File: src/rtl/fifo_arb_pkg.sv
// fifo_arb_pkg: shared definitions for the FIFO write arbiter.
//   - arbiter state encoding
//   - default DWIDTH / NREQ / MAX_LOCK
//   - clog2 helper used for index and counter widths
package fifo_arb_pkg;

  localparam int unsigned DEF_DWIDTH   = 4;
  localparam int unsigned DEF_NREQ     = 4;
  localparam int unsigned DEF_MAX_LOCK = 8;

  typedef enum logic {
    ST_IDLE   = 1'b0,
    ST_LOCKED = 1'b1
  } arb_state_e;

  // Ceiling log2, never less than 1 so it can size a vector directly.
  function automatic int unsigned clog2(input int unsigned v);
    int unsigned r;
    r = 0;
    for (int unsigned i = 0; i < 32; i++) begin
      if ((64'd1 << i) < 64'(v)) r = i + 1;
    end
    return (r == 0) ? 1 : r;
  endfunction

endpackage

File: src/rtl/fifo_wr_arbiter_rr_pick.sv
// rr_pick: purely combinational rotating priority encoder.
// Ports:
//   req  in  NREQ  request vector
//   base in  IW    index searched first; search continues base+1, ... mod NREQ
//   gnt  out NREQ  one-hot winner (all zero when no request)
//   idx  out IW    winner index (0 when no request)
//   any  out 1     at least one request present
module rr_pick
  import fifo_arb_pkg::*;
#(
  parameter int unsigned NREQ = DEF_NREQ,
  parameter int unsigned IW   = clog2(NREQ)
) (
  input  logic [NREQ-1:0] req,
  input  logic [IW-1:0]   base,
  output logic [NREQ-1:0] gnt,
  output logic [IW-1:0]   idx,
  output logic            any
);

  // One extra bit so base+k cannot wrap before the modulo correction.
  logic [IW:0] w_pos;

  always_comb begin
    gnt   = '0;
    idx   = '0;
    any   = 1'b0;
    w_pos = '0;
    for (int unsigned k = 0; k < NREQ; k++) begin
      w_pos = {1'b0, base} + (IW+1)'(k);
      if (w_pos >= (IW+1)'(NREQ)) w_pos = w_pos - (IW+1)'(NREQ);
      if (!any && req[w_pos[IW-1:0]]) begin
        any                 = 1'b1;
        gnt[w_pos[IW-1:0]] = 1'b1;
        idx                 = w_pos[IW-1:0];
      end
    end
  end

endmodule

File: src/rtl/fifo_wr_arbiter.sv
// fifo_wr_arbiter: round-robin arbiter sharing one FIFO write port among
// NREQ producers, with bounded burst locking for contiguous writes.
// Ports:
//   clk        in   rising-edge clock
//   reset      in   synchronous, active-high
//   req        in   NREQ         per-requester write request
//   lock       in   NREQ         per-requester burst-lock request (sampled with req)
//   req_data   in   NREQ*DWIDTH  requester i data at [i*DWIDTH +: DWIDTH]
//   ack        out  NREQ         one-hot, word from requester i accepted this cycle
//   fifo_full  in   1            FIFO full; blocks any grant in the same cycle
//   fifo_wr_en out  1            FIFO write enable
//   fifo_data  out  DWIDTH       FIFO write data (0 when no write)
//   grant_id   out  clog2(NREQ)  index of acked requester (0 when no write)
//   locked     out  1            high while a burst owner holds the port
module fifo_wr_arbiter
  import fifo_arb_pkg::*;
#(
  parameter int unsigned DWIDTH   = DEF_DWIDTH,
  parameter int unsigned NREQ     = DEF_NREQ,
  parameter int unsigned MAX_LOCK = DEF_MAX_LOCK
) (
  input  logic                   clk,
  input  logic                   reset,
  input  logic [NREQ-1:0]        req,
  input  logic [NREQ-1:0]        lock,
  input  logic [NREQ*DWIDTH-1:0] req_data,
  output logic [NREQ-1:0]        ack,
  input  logic                   fifo_full,
  output logic                   fifo_wr_en,
  output logic [DWIDTH-1:0]      fifo_data,
  output logic [clog2(NREQ)-1:0] grant_id,
  output logic                   locked
);

  localparam int unsigned IW = clog2(NREQ);
  localparam int unsigned CW = clog2(MAX_LOCK + 1);

  arb_state_e      r_state;
  logic [IW-1:0]   r_rr_ptr;
  logic [IW-1:0]   r_owner;
  logic [CW-1:0]   r_lock_cnt;

  logic [NREQ-1:0] w_pick_gnt;
  logic [IW-1:0]   w_pick_idx;
  logic            w_pick_any;

  logic            w_grant;
  logic [IW-1:0]   w_gid;
  logic [NREQ-1:0] w_ack;
  logic [CW-1:0]   w_cnt_inc;
  logic            w_cap_hit;
  logic            w_lock_drop;

  function automatic logic [IW-1:0] f_next(input logic [IW-1:0] i);
    return (i == IW'(NREQ - 1)) ? '0 : i + IW'(1);
  endfunction

  rr_pick #(
    .NREQ (NREQ),
    .IW   (IW)
  ) u_pick (
    .req  (req),
    .base (r_rr_ptr),
    .gnt  (w_pick_gnt),
    .idx  (w_pick_idx),
    .any  (w_pick_any)
  );

  // Grant is decided from registered state plus this cycle's inputs, so
  // fifo_full and reset suppress the write in the same cycle.
  always_comb begin
    w_grant = 1'b0;
    w_gid   = '0;
    w_ack   = '0;
    if (!reset && !fifo_full) begin
      if (r_state == ST_IDLE) begin
        w_grant = w_pick_any;
        w_gid   = w_pick_idx;
        w_ack   = w_pick_gnt;
      end else if (req[r_owner]) begin
        w_grant        = 1'b1;
        w_gid          = r_owner;
        w_ack[r_owner] = 1'b1;
      end
    end
  end

  // AND-OR mux keyed by the one-hot ack; yields 0 when nothing is granted.
  always_comb begin
    fifo_data = '0;
    for (int unsigned i = 0; i < NREQ; i++) begin
      if (w_ack[i]) fifo_data = fifo_data | req_data[i*DWIDTH +: DWIDTH];
    end
  end

  assign w_cnt_inc   = r_lock_cnt + CW'(1);
  assign w_cap_hit   = w_grant && (w_cnt_inc == CW'(MAX_LOCK));
  assign w_lock_drop = !lock[r_owner];

  assign ack        = w_ack;
  assign fifo_wr_en = w_grant;
  assign grant_id   = w_gid;
  assign locked     = (r_state == ST_LOCKED) && !reset;

  always_ff @(posedge clk) begin
    if (reset) begin
      r_state    <= ST_IDLE;
      r_rr_ptr   <= '0;
      r_owner    <= '0;
      r_lock_cnt <= '0;
    end else begin
      case (r_state)
        ST_IDLE: begin
          if (w_grant) begin
            r_rr_ptr <= f_next(w_gid);
            // With MAX_LOCK=1 the first grant already reaches the cap, so
            // the lock is released on the same edge and LOCKED is skipped.
            if (lock[w_gid] && (MAX_LOCK > 1)) begin
              r_state    <= ST_LOCKED;
              r_owner    <= w_gid;
              r_lock_cnt <= CW'(1);
            end
          end
        end
        ST_LOCKED: begin
          // A lock drop coinciding with a grant still accepts the word
          // (ack is combinational) and leaves LOCKED on this edge.
          if (w_lock_drop || w_cap_hit) begin
            r_state    <= ST_IDLE;
            r_rr_ptr   <= f_next(r_owner);
            r_lock_cnt <= '0;
          end else if (w_grant) begin
            r_lock_cnt <= w_cnt_inc;
          end
        end
        default: r_state <= ST_IDLE;
      endcase
    end
  end

endmodule

File: config.mk
export PLATFORM = sky130hd
export DESIGN_NAME = fifo_wr_arbiter
export DESIGN_NICKNAME = d
export VERILOG_FILES = /design/src/rtl/fifo_arb_pkg.sv /design/src/rtl/fifo_wr_arbiter_rr_pick.sv /design/src/rtl/fifo_wr_arbiter.sv
export SDC_FILE = /design/constraint.sdc
export NUM_CORES = 1
export LEC_CHECK = 0
export CAP_MARGIN = 0
export CORE_ASPECT_RATIO = 1.75
export CORE_UTILIZATION = 25
export DETAILED_ROUTE_END_ITERATION = 8
export DONT_BUFFER_PORTS = 1
export HOLD_SLACK_MARGIN = 0.06
export SLEW_MARGIN = 20
export SYNTH_ARGS = -nofsm -noshare
export SYNTH_HDL_FRONTEND = slang
export SYNTH_HIERARCHICAL = 1
export SYNTH_SLANG_ARGS = --single-unit
File: constraint.sdc
create_clock -name clk -period 4.4 [get_ports clk]
set_input_delay 0.22 -clock clk [delete_from_list [all_inputs] [get_ports clk]]
set_output_delay 0.22 -clock clk [all_outputs]
set_load 0.1 [all_outputs]
==> results of run 1 <==
[per-stage QoR]
| stage | utilization [%] | total power [mW] |
|---|---|---|
| after global routing | 31.0 | 0.582 |
| after detailed placement | 29.7 | 0.446 |
| after floorplan | - | 0.382 |
| after CTS | 31.0 | 0.548 |
| final | 31.0 | 0.546 |
| after global placement | 29.7 | 0.444 |
[where the power goes]
group          internal [mW]  switching [mW]  leakage (nW)
logic                  0.123           0.216         0.480
registers             0.0882          0.0202        0.0732
clock network         0.0634          0.0356        0.0228
[routing by layer]
layer,part of all wire (%),global-route usage [%],vias up
met1,34,13.1,633
met3,3.0,1.31,7
met5,0,0,-
met4,2.0,5.25,0
li1,-,-,639
met2,60,26.4,28
[flip-flops by register name, summed over array words and instances (netlist names)]
name / count
r_rr_ptr: 2
r_owner: 2
r_state: 1
r_lock_cnt: 4
[worst max-delay path: stages (launching register included)]
cell and delay [ps]:
dfxtp_1 660, inv_1 130, ha_1 360, mux4_2 430, nor4b_4 400, nor2_1 90
a32o_1 230, inv_1 80, o22ai_1 150, or4_4 480, nand3_2 130, mux2_1 340
[cell families after synthesis]
family	Yosys count	share of synthesized area, %
AOI/OAI and AO/OA	57	30.3
xor gates and xnor gates	2	1.32
adders and majority gates	10	9.42
buffers and inverters	21	7.82
DFF	9	13.6
muxes	13	15.3
and+or+nand+nor	53	22.3
[cell usage in the layout (no fill, tap or decap), types with 2 or more instances in the layout]
master	count
o211ai_1	3
o21ai_0	8
nor2_2	5
a21oi_1	8
nand2_1	10
o21ai_1	2
nor2_1	8
mux4_2	3
mux4_1	2
nor2b_1	6
mux2i_1	6
a31oi_1	2
ha_1	10
inv_1	13
a22oi_1	17
o21a_1	2
clkbuf_8	3
dfxtp_1	9
nand3_1	5
xnor2_1	2
buf_12	4
dlygate4sd3_1	2
o21ai_2	2
buf_4	7
nand2b_1	7
o22ai_1	2
[area by class of cell]
type	count	area, µm²	share of cell area, %
inverter	13	48.8	3.14
multi-input combinational	135	1060	68.2
sequential	9	180	11.6
timing repair buffer	13	153	9.82
clock buffer	4	45.0	2.90
tap	54	67.6	4.35
[worst max-delay path by stage]
stage                             start                         end  slack, ps  cells after the start
5_1_grt        r_rr_ptr[0]$_SDFFE_PP0P_  r_lock_cnt[0]$_SDFFE_PP0P_        500                     11
3_3_place_gp   r_rr_ptr[0]$_SDFFE_PP0P_     r_owner[0]$_SDFFE_PP0P_        900                     11
2_1_floorplan  r_rr_ptr[0]$_SDFFE_PP0P_                fifo_data[1]        330                     13
4_1_cts        r_rr_ptr[0]$_SDFFE_PP0P_     r_owner[0]$_SDFFE_PP0P_        800                     11
6_report       r_rr_ptr[0]$_SDFFE_PP0P_     r_owner[0]$_SDFFE_PP0P_        790                     11
3_5_place_dp   r_rr_ptr[0]$_SDFFE_PP0P_     r_owner[0]$_SDFFE_PP0P_        800                     11
[cells in the mapped netlist, drive strengths merged, types with 2 or more instances]
master | count | share of area (%)
xnor2 | 2 | 1.3
nor2 | 13 | 3.7
mux2i | 6 | 4.5
nor2b | 7 | 3.3
o21a | 2 | 1.1
inv | 13 | 3.7
ha | 10 | 9.4
dfxtp | 9 | 14
mux2 | 2 | 1.7
mux4 | 5 | 9.0
a31oi | 3 | 1.9
clkbuf | 3 | 0.85
a22oi | 17 | 9.6
o22ai | 3 | 1.9
buf | 5 | 3.3
nand3 | 6 | 2.6
o21ai | 12 | 5.1
o211ai | 3 | 1.7
nand2 | 10 | 2.8
a21oi | 8 | 3.0
nand2b | 7 | 3.3
==> reports/qor.txt, run 1 <==
layout cell share with drive strength beyond 1 = 18.4%
H-tree levels = 1
DRT Pass-1 Iters = 7
IO Pins = 39
Slew headroom = 37.5%
TritonCTS clock tree = yes
Crit Path Class = reg2reg
register area share after synthesis = 13.6%
synthesized area per cell = 8.05 µm²
WP data required = 4520 ps
final worst slack = 792 ps
Synthesis Warnings = 6
Area Overhead vs Synth = 16.9%
die height = 98.4 µm
RD Place Congestion = 0.781
ys flop type = dfxtp_1
number of synthesized flops with an enable pin = 0
hold slack = 165 ps
DR WL/cell = 15.6 µm
final setup skew = 6.05 ps
pre-CTS setup slack = 804 ps
worst reg2reg path endpoint = r_owner[0]$_SDFFE_PP0P_
core footprint = 5020 µm²
first-pass GRT wire length = 5880 µm
CP startpoint kind = flop
setup repair bufs after CTS = 0
Reg2Reg Depth = 11
# diodes = 0
final WL = 3560 µm
cts hold-fix bufs = 2
CTS Buf Count = 3
clock slew at reported path FFs = 50 ps
Clock Sinks = 9
die width = 57.1 µm
arrival time worst endpoint = 3720 ps
asr flop ratio synth = 0%
GRT Total Usage = 13.1%
Hold Startpoint = reset
setup violators final = 0
RSZ-0062 raised after global routing = no
Mapped Cells = 165
Antenna Nets Post-Route = 0
Port-buffer cells = 0
fin crit share = 82.0%
nets = 212
Synth Cell Area = 1330 µm²
vias per std cell = 5.73
run status = finished with violations
# rows = 34
RR Startpoint = r_rr_ptr[0]$_SDFFE_PP0P_
initial antenna violation count = 0
Final Hold Violating Endpoints = 0
Setup TNS = 0 ps
synth unique cells = 48
Highest Clock Rate = 277 MHz
WHS Path Cells = 2
initial core utilization = 26.5%
min Tclk post-route = 3610 ps
total number of vias = 1,307
endpoint type of the worst setup path = flop
dpl cell area = 1490 µm²
number of remaining DRC errors = 4
vias in the first global route = 1,237
Inst Count DP = 222
largest net degree at the start of global routing = 21
Hold Crit Class = in2reg
Root Buffer = clkbuf_8
worst-margin pin slew = 936 ps
DR iter-0 viols = 60
CTS resizes = 0
Hold Crit Endpoint = r_rr_ptr[1]$_SDFFE_PP0P_
number of synthesized register bits = 9
grt total ovfl = 0
post-route insts no fill = 228
Max Cap Viol = 0
clock buffer depth = 2
Lkg Pwr = 0.576 nW
fill cell count = 539
cell area power density = 352 nW/µm²
syn nets = 202
violated checks = design-rule violations
post-DP HPWL = 2910 µm
die area = 5620 µm²
R2R Setup Slk = 790 ps
fin area = 1550 µm²
critical path fanouts, max = 14
pins over their slew limit = 0
clk_lat worst skew = 240 ps
Max VDD drop = 0.0000938 V
Note: power is estimated with default switching activity, not from simulation.
==> run 2, diff against run 1 <==
--- a/config.mk
+++ b/config.mk
@@ -5,6 +5,7 @@
 export SDC_FILE = /design/constraint.sdc
 export NUM_CORES = 1
 export LEC_CHECK = 0
+export ABC_AREA = 1
 export CAP_MARGIN = 0
 export CORE_ASPECT_RATIO = 1.75
 export CORE_UTILIZATION = 25
==> constraint.sdc (replaced) <==
create_clock -name clk -period 3.7 [get_ports clk]
set_input_delay 0.185 -clock clk [delete_from_list [all_inputs] [get_ports clk]]
set_output_delay 0.185 -clock clk [all_outputs]
set_load 0.1 [all_outputs]
==> reports/qor.txt, run 2 <==
run status = finished, final reports clean (was finished with violations)
Root Buffer = clkbuf_8 (unchanged)
number of synthesized flops with an enable pin = 0 (unchanged)
WHS Path Cells = 3 (was 2)
DR WL/cell = 12.3 µm (was 15.6 µm)
register area share after synthesis = 13.0% (was 13.6%)
TritonCTS clock tree = yes (unchanged)
Highest Clock Rate = 326 MHz
top cells by count, synth = 64 x nand2_1, 31 x inv_1, 25 x nand3_1, 17 x a21oi_1, 14 x nand2_2 (was 17 x a22oi_1, 13 x inv_1, 13 x nor2_1, 10 x ha_1, 10 x nand2_1)
RD Place Congestion = 0.981 (was 0.781)
clk_lat worst skew = 240 ps (about the same)
worst-margin pin slew = 1060 ps (was 936 ps)
min Tclk post-route = 3060 ps
initial antenna violation count = 0 (unchanged)
clock buffer depth = 2 (unchanged)
post-synth top area cell = nand2_1 (was dfxtp_1)
RR Startpoint = r_rr_ptr[0]$_SDFFE_PP0P_ (unchanged)
Crit Path Class = reg2out (was reg2reg)
layout cell share with drive strength beyond 1 = 18.5% (was 18.4%)
most instantiated library cell after synthesis = nand2_1 (was a22oi_1)
worst reg2reg path endpoint = r_rr_ptr[1]$_SDFFE_PP0P_ (was r_owner[0]$_SDFFE_PP0P_)
Slew headroom = 29.0% (was 37.5%)
H-tree levels = 1 (unchanged)
final WL = 3900 µm (was 3560 µm)
post-route insts no fill = 317 (was 228)
ys flop type = dfxtp_1 (unchanged)
final setup skew = 2.07 ps (was 6.05 ps)
Crit path largest cell delay = 520 ps (was 660 ps)
DR iter-0 viols = 19 (was 60)
Hold Startpoint = reset (unchanged)
vias in the first global route = 1,433 (was 1,237)
cell area power density = 399 nW/µm² (was 352 nW/µm²)
die area = 5870 µm² (was 5620 µm²)
Hold Crit Endpoint = r_owner[0]$_SDFFE_PP0P_ (was r_rr_ptr[1]$_SDFFE_PP0P_)
asr flop ratio synth = 0% (unchanged)
ranking of synthesized cells by area = nand2_1 17%, dfxtp_1 13%, ha_1 9.0% (was dfxtp_1 14%, a22oi_1 9.6%, ha_1 9.4%)
# rows = 35 (was 34)
R2R Setup Slk = 720 ps (was 790 ps)
die width = 58.4 µm (was 57.1 µm)
die height = 101 µm (was 98.4 µm)
Inst Count DP = 312 (was 222)
CP cell instances = inv_2 -> ha_1 -> inv_1 -> nand3_1 -> nand2_1 -> nor2_1 -> a21oi_1 -> nand3_1 -> nand2_1 -> a21boi_2 -> nand2_1 -> nand4_1 -> buf_12 (was inv_1 -> ha_1 -> mux4_2 -> nor4b_4 -> nor2_1 -> a32o_1 -> inv_1 -> o22ai_1 -> or4_4 -> nand3_2 -> mux2_1)
DRT Pass-1 Iters = 6 (was 7)
GRT Total Usage = 14.0% (was 13.1%)
Critical Path Slowest Stage Cell = dfxtp_1 (unchanged)
post-synth top area share = 17.3% (was 13.6%)
clock slew at reported path FFs = 50 ps (about the same)
CP startpoint kind = flop (unchanged)
Lkg Pwr = 0.830 nW (was 0.576 nW)
critical path fanouts, max = 10 (was 14)
Hold Crit Class = in2reg (unchanged)
initial core utilization = 26.2% (was 26.5%)
CTS Buf Count = 3 (unchanged)
final worst slack = 636 ps (was 792 ps)
Setup TNS = 0 ps (unchanged)
vias per std cell = 4.82 (was 5.73)
WP data required = 3510 ps (was 4520 ps)
largest net degree at the start of global routing = 14 (was 21)
nets = 281 (was 212)
Max Cap Viol = 0 (unchanged)
Clock Sinks = 9 (unchanged)
grt total ovfl = 0 (unchanged)
pre-CTS setup slack = 757 ps (was 804 ps)
Pwr Total = 658 µW (was 546 µW)
arrival time worst endpoint = 2880 ps (was 3720 ps)
synthesized area per cell = 6.04 µm² (was 8.05 µm²)
CTS resizes = 0 (unchanged)
synth unique cells = 24 (was 48)
Regs by FF count = r_lock_cnt: 4 flops, r_owner: 2 flops, r_rr_ptr: 2 flops (unchanged)
total number of vias = 1,527 (was 1,307)
most common cell after layout, fill and taps aside = nand2_1 (was a22oi_1)
most used cell, CP = nand2_1 (was inv_1)
Mapped Cells = 230 (was 165)
syn nets = 267 (was 202)
RSZ-0062 raised after global routing = no (unchanged)
Synthesis Warnings = 6 (unchanged)
final core occ = 31.1% (was 31.0%)
Antenna Nets Post-Route = 0 (unchanged)
IO Pins = 39 (unchanged)
Reg2Reg Depth = 19 (was 11)
core footprint = 5300 µm² (was 5020 µm²)
Biggest register = r_lock_cnt (unchanged)
pins over their slew limit = 0 (unchanged)
number of remaining DRC errors = 0 (was 4)
first-pass GRT wire length = 6380 µm (was 5880 µm)
fin crit share = 82.8%
most frequent cells in the layout = 64 x nand2_1, 31 x inv_1, 25 x nand3_1 (was 17 x a22oi_1, 13 x inv_1, 10 x nand2_1, 10 x ha_1, 9 x dfxtp_1)
Port-buffer cells = 0 (unchanged)
# diodes = 0 (unchanged)
setup violators final = 0 (unchanged)
number of synthesized register bits = 9 (unchanged)
endpoint type of the worst setup path = output port (was flop)
Max VDD drop = 0.000246 V (was 0.0000938 V)
Area Overhead vs Synth = 18.5% (was 16.9%)
Final Hold Violating Endpoints = 0 (unchanged)
post-DP HPWL = 3270 µm (was 2910 µm)
Synth Cell Area = 1390 µm² (was 1330 µm²)
Largest register FFs = 4 (unchanged)
-- run 2: cell types whose count changed after synthesis, moves of 4 or more --
cell | previous run | this run
a21boi_0 | 0 | 4
a21oi_1 | 8 | 17
a22oi_1 | 17 | 0
inv_1 | 13 | 31
mux2i_1 | 6 | 0
nand2_1 | 10 | 64
nand2_2 | 0 | 14
nand2_4 | 0 | 5
nand2b_1 | 7 | 0
nand3_1 | 5 | 25
nand4_1 | 1 | 11
nor2b_1 | 7 | 0
-- run 2: what timing repair did --
action	4_1_cts	5_1_grt
hold endpoints to repair	3	0
setup buffers	0	0
hold buffers	1	0
-- run 2: metal layers --
metal / global-route usage (%) / part of all wire [%] / vias up
li1: - / - / 778
met1: 13.2 / 34 / 697
met2: 27.1 / 58 / 32
met3: 0.770 / 1.9 / 20
met4: 10.4 / 6.1 / 0
met5: 0 / 0 / -
-- run 2: worst max path at each step --
stage                                            end  cells past startpoint                startpoint  slack [ps]
after global routing      r_lock_cnt[0]$_SDFFE_PP0P_                     17  r_rr_ptr[0]$_SDFFE_PP0P_         310
after CTS                               fifo_data[2]                     13  r_rr_ptr[0]$_SDFFE_PP0P_         640
after detailed placement    r_rr_ptr[1]$_SDFFE_PP0P_                     19  r_rr_ptr[0]$_SDFFE_PP0P_         760
after global placement    r_lock_cnt[2]$_SDFFE_PP0P_                     17  r_rr_ptr[0]$_SDFFE_PP0P_         800
final                                   fifo_data[0]                     13  r_rr_ptr[0]$_SDFFE_PP0P_         640
after floorplan                         fifo_data[0]                     12  r_rr_ptr[0]$_SDFFE_PP0P_         100
-- run 2: stage by stage --
step           hold WS [ps]  cell area, µm²
2_1_floorplan           254            1390
3_3_place_gp            257            1590
3_5_place_dp            257            1590
4_1_cts                 181            1650
5_1_grt                 208            1650
6_report                184            1650
-- run 2: logic make-up after synthesis --
kind of cell | after synthesis | synth area share (%)
flip-flops | 9 | 13.0
AND/OR/NAND/NOR | 139 | 52.1
XOR/XNOR | 1 | 0.630
buffers and inverters | 37 | 11.3
adder cells (fa/ha/maj) | 10 | 9.00
AO/OA/AOI/OAI | 34 | 14.0
-- run 2: layout make-up --
| cell class | count | area, µm² |
|---|---|---|
| repair buffers | 12 | 143 |
| well taps | 74 | 92.6 |
| clock buffers | 4 | 45.0 |
| flip-flops and latches | 9 | 180 |
| fillers | 595 | 3650 |
| inverters | 34 | 128 |
| multi-input cells | 184 | 1060 |
-- run 2: critical path: cells and delay by family (launching register included) --
family | cells | cell delay [ps]
fa+ha+maj | 1 | 390
flops | 1 | 520
compound gates | 2 | 390
buf+inv | 3 | 470
simple gates | 7 | 870
-- run 2: report_power, final --
group          leakage, nW  switching (mW)  internal (mW)  total [mW]
clock               0.0228          0.0437         0.0755       0.119
sequential          0.0735          0.0153          0.107       0.123
combinational        0.734           0.290          0.125       0.416
total                0.830           0.349          0.308       0.658
==> run 3, diff against run 2 <==
--- a/config.mk
+++ b/config.mk
@@ -5,7 +5,7 @@
 export SDC_FILE = /design/constraint.sdc
 export NUM_CORES = 1
 export LEC_CHECK = 0
-export ABC_AREA = 1
+export ABC_AREA = 0
 export CAP_MARGIN = 0
 export CORE_ASPECT_RATIO = 1.75
 export CORE_UTILIZATION = 25
==> constraint.sdc (replaced) <==
create_clock -name clk -period 3.1 [get_ports clk]
set_input_delay 0.155 -clock clk [delete_from_list [all_inputs] [get_ports clk]]
set_output_delay 0.155 -clock clk [all_outputs]
set_load 0.1 [all_outputs]
==> reports/qor.txt, run 3 (same netlist as run 1, synthesis figures left out) <==
run status = finished with violations (was finished, final reports clean)
violated checks = design-rule violations
Max Cap Viol = 0 (unchanged)
critical path fanouts, max = 8 (was 10)
P_int = 441 µW (was 308 µW)
die height = 98.4 µm (was 101 µm)
clock slew at reported path FFs = 50 ps (about the same)
worst-margin pin slew = 553 ps (was 1060 ps)
fin area = 1750 µm² (was 1650 µm²)
min Tclk post-route = 2940 ps
Regs by FF count = r_lock_cnt: 4 flops, r_owner: 2 flops, r_rr_ptr: 2 flops (unchanged)
post-DP HPWL = 2960 µm (was 3270 µm)
RSZ-0062 raised after global routing = yes (was no)
H-tree levels = 1 (unchanged)
switching pwr = 423 µW (was 349 µW)
DRT Pass-1 Iters = 6 (unchanged)
Setup TNS = 0 ps (unchanged)
Slew headroom = 63.1% (was 29.0%)
Hold Crit Class = in2reg (unchanged)
clock power share = 16.7% (was 18.1%)
final core occ = 34.8% (was 31.1%)
dpl cell area = 1630 µm² (was 1590 µm²)
Antenna Nets Post-Route = 0 (unchanged)
CP cell instances = inv_4 -> ha_4 -> mux4_2 -> buf_4 -> nor4_2 -> nor2_1 -> a32o_1 -> inv_1 -> o22ai_2 -> or4_4 -> nand3_4 -> mux2_1 (was inv_2 -> ha_1 -> inv_1 -> nand3_1 -> nand2_1 -> nor2_1 -> a21oi_1 -> nand3_1 -> nand2_1 -> a21boi_2 -> nand2_1 -> nand4_1 -> buf_12)
fill cell count = 543 (was 595)
Reg power frac = 16.9% (was 18.6%)
IO Pins = 39 (unchanged)
largest net degree at the start of global routing = 14 (unchanged)
core footprint = 5020 µm² (was 5300 µm²)
RD Place Congestion = 0.885 (was 0.981)
vias in the first global route = 1,335 (was 1,433)
first-pass GRT wire length = 6020 µm (was 6380 µm)
final setup skew = 0.415 ps (was 2.07 ps)
clock buffer depth = 2 (unchanged)
Crit Path Class = reg2reg (was reg2out)
total number of vias = 1,333 (was 1,527)
Area Overhead vs Synth = 31.4% (was 18.5%)
most common cell after layout, fill and taps aside = buf_4 (was nand2_1)
nets = 220 (was 281)
Largest register FFs = 4 (unchanged)
Biggest register = r_lock_cnt (unchanged)
CP startpoint kind = flop (unchanged)
arrival time worst endpoint = 3070 ps (was 2880 ps)
endpoint type of the worst setup path = flop (was output port)
Clock Sinks = 9 (unchanged)
most frequent cells in the layout = 17 x buf_4, 11 x inv_1, 9 x a22oi_1, 9 x ha_1 (was 64 x nand2_1, 31 x inv_1, 25 x nand3_1)
grt total ovfl = 0 (unchanged)
die area = 5620 µm² (was 5870 µm²)
TritonCTS clock tree = yes (unchanged)
layout cell share with drive strength beyond 1 = 35.2% (was 18.5%)
Crit path largest cell delay = 460 ps (was 520 ps)
Lkg Pwr = 0.629 nW (was 0.830 nW)
vias per std cell = 5.65 (was 4.82)
number of remaining DRC errors = 3 (was 0)
setup violators final = 0 (unchanged)
GRT Total Usage = 13.7% (was 14.0%)
final WL = 3710 µm (was 3900 µm)
cell area power density = 495 nW/µm² (was 399 nW/µm²)
Pwr Total = 864 µW (was 658 µW)
clk_lat worst skew = 240 ps (about the same)
Gate power share = 66.3% (was 63.2%)
initial antenna violation count = 0 (unchanged)
DR iter-0 viols = 23 (was 19)
initial core utilization = 26.5% (was 26.2%)
Max VDD drop = 0.000182 V (was 0.000246 V)
fin crit share = 94.9%
WHS Path Cells = 2 (was 3)
Critical Path Slowest Stage Cell = or4_4 (was dfxtp_1)
pins over their slew limit = 0 (unchanged)
Reg2Reg Depth = 12 (was 19)
Highest Clock Rate = 340 MHz
Final Hold Violating Endpoints = 0 (unchanged)
CTS Buf Count = 3 (unchanged)
# diodes = 0 (unchanged)
# rows = 34 (was 35)
Sw Share = 49.0% (was 53.1%)
die width = 57.1 µm (was 58.4 µm)
Port-buffer cells = 0 (unchanged)
WP data required = 3230 ps (was 3510 ps)
Root Buffer = clkbuf_8 (unchanged)
DR WL/cell = 15.7 µm (was 12.3 µm)
## run 3: cell types whose count changed in the layout (fill, tap and decap cells not counted), sizes merged, moves of 6 or more
cell / before / now
nand2: 83 / 10
nand3: 30 / 6
inv: 34 / 13
a22oi: 0 / 17
nand4: 11 / 1
a21oi: 17 / 8
buf: 11 / 20
nand2b: 0 / 7
nor2b: 0 / 7
mux2i: 0 / 6
## run 3: final cells by class
type,count,area (µm²),share of cell area (%)
Timing Repair Buffer,21,198,11.3
Sequential cell,9,185,10.6
Inverter,13,51.3,2.94
Clock buffer,4,45.0,2.58
Multi-Input combinational cell,135,1200,68.7
Tap cell,54,67.6,3.87
## run 3: power groups by stage
stage	Sequential, mW	Combinational [mW]	Clock, mW
5_1_grt	0.148	0.610	0.157
3_3_place_gp	0.148	0.547	0
3_5_place_dp	0.148	0.549	0
6_report	0.146	0.573	0.145
2_1_floorplan	0.139	0.438	0
4_1_cts	0.146	0.554	0.148
## run 3: critical path: cells and delay by family, from the launching register on
kind | cells | cell delay (ps)
muxes | 2 | 690
DFF | 1 | 420
adders and majority gates | 1 | 270
AOI/OAI and AO/OA | 2 | 320
buffers and inverters | 3 | 300
and+or+nand+nor | 4 | 820
## run 3: what timing repair did
action                                 4_1_cts  5_1_grt
endpoints found under the hold margin        4        0
buffers inserted                             0        1
hold buffers                                 1        0
gates resized for setup                      0       12
setup endpoints to repair                    0       10
## run 3: path summary, 6_finish.rpt
path	endpoint	start	slack, ps
worst max-delay path	r_owner[0]$_SDFFE_PP0P_	r_rr_ptr[0]$_SDFFE_PP0P_	160
worst min-delay path	r_rr_ptr[1]$_SDFFE_PP0P_	reset	120
worst max register to register	r_owner[0]$_SDFFE_PP0P_	r_rr_ptr[0]$_SDFFE_PP0P_	160
worst min register to register	r_lock_cnt[2]$_SDFFE_PP0P_	r_lock_cnt[2]$_SDFFE_PP0P_	490
## run 3: per-layer routing
| layer | track usage (%) | wire length [µm] | share of wire (%) | vias up |
|---|---|---|---|---|
| met5 | 0 | 0 | 0 | - |
| met4 | 6.00 | 86 | 2.3 | 0 |
| met3 | 3.02 | 116 | 3.1 | 6 |
| met2 | 27.6 | 2230 | 60 | 23 |
| met1 | 12.4 | 1280 | 34 | 651 |
| li1 | - | - | - | 653 |
## run 3: stage by stage
stage	setup WS [ps]	cells	hold WS, ps
2_1_floorplan	-123	165	398
3_3_place_gp	161	230	228
3_5_place_dp	106	230	231
4_1_cts	43.1	235	113
5_1_grt	-12.0	236	116
6_report	159	236	122
